===== src/rtl/ttt_board_ctrl.sv =====
`default_nettype none
// ============================================================================
// Module   : ttt_board_ctrl
// Purpose  : Tic-tac-toe game controller. Holds the A/B occupancy boards,
//            accepts one move per turn over a valid/ready handshake, rejects
//            illegal moves, and resolves win / draw / next turn from the
//            winner detector's win_line one cycle after each accepted move.
// Ports    : clk, rst (sync, active high), new_game (sync restart)
//            move_valid, move_pos[3:0]  -> move request (index 0..8)
//            move_ready                 <- high while waiting for a move
//            win_line[7:0]              -> detector result for ain/bin
//            ain[8:0], bin[8:0]         <- occupancy boards for A and B
//            turn, move_err, move_count[3:0], game_over, winner[1:0],
//            draw, win_line_q[7:0]      <- game status (all registered)
// Revision : 1.0 - initial release
// ============================================================================
module ttt_board_ctrl #(
  parameter bit FIRST_PLAYER = 1'b0
) (
  input  logic       clk,
  input  logic       rst,
  input  logic       new_game,
  input  logic       move_valid,
  input  logic [3:0] move_pos,
  output logic       move_ready,
  input  logic [7:0] win_line,
  output logic [8:0] ain,
  output logic [8:0] bin,
  output logic       turn,
  output logic       move_err,
  output logic [3:0] move_count,
  output logic       game_over,
  output logic [1:0] winner,
  output logic       draw,
  output logic [7:0] win_line_q
);

  typedef enum logic [1:0] {
    PLAY  = 2'd0,
    CHECK = 2'd1,
    DONE  = 2'd2
  } state_t;

  state_t     state;
  logic [8:0] pos_bit;     // one-hot square of move_pos; all zero for 9..15
  logic       move_legal;

  always_comb begin
    pos_bit = '0;
    for (int k = 0; k < 9; k++) begin
      pos_bit[k] = (move_pos == 4'(k));
    end
  end

  // An out-of-range index decodes to no square, so the range test is what
  // rejects it; the occupancy test catches squares already taken.
  assign move_legal = (move_pos <= 4'd8) && ((pos_bit & (ain | bin)) == 9'd0);

  assign move_ready = (state == PLAY);

  always_ff @(posedge clk) begin
    if (rst || new_game) begin
      state      <= PLAY;
      ain        <= '0;
      bin        <= '0;
      turn       <= FIRST_PLAYER;
      move_err   <= 1'b0;
      move_count <= '0;
      game_over  <= 1'b0;
      winner     <= 2'b00;
      draw       <= 1'b0;
      win_line_q <= '0;
    end else begin
      move_err <= 1'b0;
      case (state)
        PLAY: begin
          if (move_valid) begin
            if (move_legal) begin
              if (turn) bin <= bin | pos_bit;
              else      ain <= ain | pos_bit;
              move_count <= move_count + 4'd1;
              state      <= CHECK;
            end else begin
              move_err <= 1'b1;
            end
          end
        end
        CHECK: begin
          // A line completed on the 9th move is a win, not a draw.
          if (win_line != 8'd0) begin
            state      <= DONE;
            game_over  <= 1'b1;
            winner     <= turn ? 2'b10 : 2'b01;
            win_line_q <= win_line;
          end else if (move_count == 4'd9) begin
            state     <= DONE;
            game_over <= 1'b1;
            draw      <= 1'b1;
          end else begin
            turn  <= ~turn;
            state <= PLAY;
          end
        end
        DONE: begin
          // Outputs hold until rst or new_game.
        end
        default: state <= PLAY;
      endcase
    end
  end

endmodule
`default_nettype wire

===== config.mk =====
export PLATFORM = sky130hd
export DESIGN_NAME = ttt_board_ctrl
export DESIGN_NICKNAME = d
export VERILOG_FILES = /design/src/rtl/ttt_board_ctrl.sv
export SDC_FILE = /design/constraint.sdc
export NUM_CORES = 1
export LEC_CHECK = 0
export ABC_AREA = 1
export CAP_MARGIN = 20
export CORE_MARGIN = 5
export CORE_UTILIZATION = 41
export DETAILED_ROUTE_END_ITERATION = 16
export MAX_ROUTING_LAYER = met4
export PLACE_DENSITY = 0.75
export SETUP_SLACK_MARGIN = 0.02
export SLEW_MARGIN = 25
export SYNTH_ARGS = -nofsm -noshare
export SYNTH_HDL_FRONTEND = slang
export SYNTH_SLANG_ARGS = --single-unit
export TNS_END_PERCENT = 30

===== constraint.sdc =====
create_clock -name clk -period 1.1 [get_ports clk]
set_input_delay 0.165 -clock clk [delete_from_list [all_inputs] [get_ports clk]]
set_output_delay 0.165 -clock clk [all_outputs]
set_load 0.05 [all_outputs]

==> results.md <==
* Status: finished with violations
* Violated checks: setup timing
* Starting density of the core at between 40% and 50%
* Fillers at around 180
* Vias in the first global route at approximately 2,100
* Share of cells above drive strength 1 at around 52%
* Core box area at 0.004000 sq mm
* Grt total ovfl at 0
* Detail Route Antenna Nets at 0
* Min Tclk post-route at 1.586 ns
* Die Footprint at around 0.0055 sq mm
* Crit. End Element: flip-flop
* Reg2Reg Setup Slack at -0.49 ns
* Clock Latency Late Sink at between 0.2 and 0.3 ns
* Largest net degree at the start of global routing at 14
* Sequential fraction of the synthesis area at between 40% and 50%
* DRC viols at 0
* CTS tree: built
* Final worst path period share at 144.2%
* Row cnt at 23
* Final Cell Area at 0.003565 sq mm
* Yosys warns at 0
* Commonest non-fill, non-tap cell in the layout: buf_4
* Yosys cell types at 21
* P_leak at between 1.5 and 2 nW
* Commonest cells after routing, fill and taps aside: buf_4 (58), buf_12 (42), nor2_1 (32)
* R2R depth at 11
* First-pass GRT wire length at between 9000 and 10,000 microns
* Final worst setup slack at -0.4857 ns
* Avg WL per Cell at roughly 18 microns
* CTS Buf Count at 5
* Worst Path Max Fanout at 4
* WP data arrival at 1.80 ns
* Port Buf Inserts at between 50 and 60
* Total wire length at 7245 microns
* Crit path kind: reg2reg
* Syn Area/Cell at ~7.3 sq um
* Die Wd at ~74 microns
* Max rail drop VDD at about 0.00084 V
* Critical Path Sink: ain[1]
* H-Tree Depth at 2
* Critical Path Source Type: flip-flop
* Drt via density at approximately 5.5
* Rel. slew slack at approximately 70%
* Worst-margin pin slew at 0.4570 ns
* Clock transition at the registers of the reported paths at around 0.070 ns
* Post-Syn Area at approximately 0.0017 sq mm
* Via count at about 2,200
* Initial antenna violation count at 0
* Max Fclk at 0.6306 GHz
* Clock Sinks at 38
* Unrepaired setup endpoints after global routing: true
* Placer Congestion at around 0.92
* Tot GR Track Use at between 20% and 30%
* Hold_ws at roughly 0.27 ns
* Io pins at 53
* Diode count at 0
* Area Overhead vs Synth at 110.4%
* Post-place setup slack at -0.8492 ns
* Reg2reg end: ain[1]
* CTS Root Cell: clkbuf_8
* Fin cells at between 400 and 500
* First drt pass iteration count at 4
* Power Density at roughly 810 mW/mm^2
* Max Root-Sink Buffers at 2
* Worst Skew at around 0.0047 ns
* Hold Path Class: in2reg
* #FFs+latches synth at 38
* Nets at approximately 380
* Placement Cell Area at 0.003208 sq mm
* Hold-fix buffers, CTS at 0
* HPWL Detailed at between 4000 and 5000 microns
* Final Hold Viols at 0
* Worst flop-to-flop path startpoint: bin[4]
* CP startpoint: bin[4]
* Dpl cells at between 300 and 400
* Syn nets at 251
* Post-layout util at 89.11%
* Number of max-cap violations at 0
* WP data required at about 1.3 ns
* Die Ht at approximately 74 microns
* Final Max Tran Viols at 0
* Iteration-0 DRC Markers at 162
* Setup violations, final at 40
* Synth Instances at ~230
[flip-flops by register name, summed over array words and instances, names as in the netlist]
name	count
ain	9
bin	9
win_line_q	8
move_count	4
state	2
winner	2
draw	1
game_over	1
move_err	1
turn	1
[critical path: stages (launching register included)]
cell and delay [ns]:
dfxtp_4 0.35, inv_2 0.05, nand2_1 0.06, nand3_1 0.09, nand2_1 0.07, nor2_1 0.10, nand2_1 0.11, nor2_4 0.17
buf_12 0.13, buf_4 0.10, nand4_1 0.10, a21oi_1 0.18
[cell families after synthesis]
| kind of cell | Yosys count | share of synthesized area (%) |
|---|---|---|
| adders and majority gates | 2 | 1.477 |
| DFF | 38 | 44.90 |
| xor gates and xnor gates | 3 | 1.551 |
| AOI/OAI and AO/OA | 38 | 11.30 |
| buffers and inverters | 45 | 11.15 |
| and+or+nand+nor | 107 | 29.62 |
[metal layers]
metal	global-route usage (%)	share of wire [%]	vias up	routed length (microns)
met5	-	0	-	0
met4	8.696	3.8	0	273
met3	4.595	5.4	33	392
met2	41.14	51	105	3700
met1	26.35	40	1077	2879
li1	-	-	1022	-
[where the power goes]
part	switching (mW)	total, mW	internal [mW]	leakage [nW]
clock	0.492	0.998	0.506	0.0482
sequential	0.0158	1.37	1.35	0.323
combinational	0.275	0.539	0.264	1.14
[metrics by stage]
stage / total power, mW / TNS, ns
2_1_floorplan: 1.572 / -6.034
3_3_place_gp: 1.828 / -23.65
3_5_place_dp: 1.842 / -25.28
4_1_cts: 2.853 / -10.36
5_1_grt: 2.991 / -16.24
6_report: 2.904 / -12.26
[cell usage after synthesis]
cell type / number / area, sq um
buf_2: 4 / 20.02
ha_1: 2 / 25.02
nor4_2: 1 / 12.51
nor2_2: 3 / 18.77
nor2_4: 1 / 11.26
nand2_1: 26 / 97.59
a31oi_1: 1 / 6.260
buf_6: 2 / 22.52
dfxtp_1: 38 / 760.7
xnor2_1: 1 / 8.760
nand3_1: 11 / 55.05
o21ai_0: 9 / 45.04
nand4_1: 21 / 131.4
clkinv_1: 1 / 3.750
inv_1: 34 / 127.6
a21oi_1: 28 / 140.1
nor3_1: 5 / 25.02
clkbuf_1: 4 / 15.01
nand3b_1: 1 / 7.510
nor2_1: 38 / 142.6
xor2_1: 2 / 17.52
[how the worst min path moves through the flow]
stage	slack, ns	cells past startpoint	end	from
4_1_cts	0.27	3	win_line_q[6]	win_line[6]
3_5_place_dp	0.48	2	bin[5]	bin[5]
2_1_floorplan	0.30	2	win_line_q[0]	win_line[0]
5_1_grt	0.30	3	win_line_q[6]	win_line[6]
3_3_place_gp	0.46	2	bin[5]	bin[5]
6_report	0.27	3	win_line_q[7]	win_line[7]
[area by class of cell]
| class | instances | area, sq um | share of cell area (%) |
|---|---|---|---|
| Clock buffer | 7 | 86.33 | 2.422 |
| Timing Repair Buffer | 129 | 1583 | 44.40 |
| Multi-Input combinational cell | 150 | 865.8 | 24.29 |
| Sequential cell | 38 | 829.5 | 23.27 |
| Clock inverter | 1 | 5.005 | 0.1404 |
| Inverter | 35 | 132.6 | 3.721 |
| Tap cell | 50 | 62.56 | 1.755 |
[timing repair]
item | in CTS | in global routing
gates cloned | 1 | 0
gates resized for setup | 31 | 39
pin swaps | 12 | 13
endpoints found under the setup margin | 43 | 56
setup buffers | 5 | 5
No activity file was read; power rests on OpenSTA's default activity.
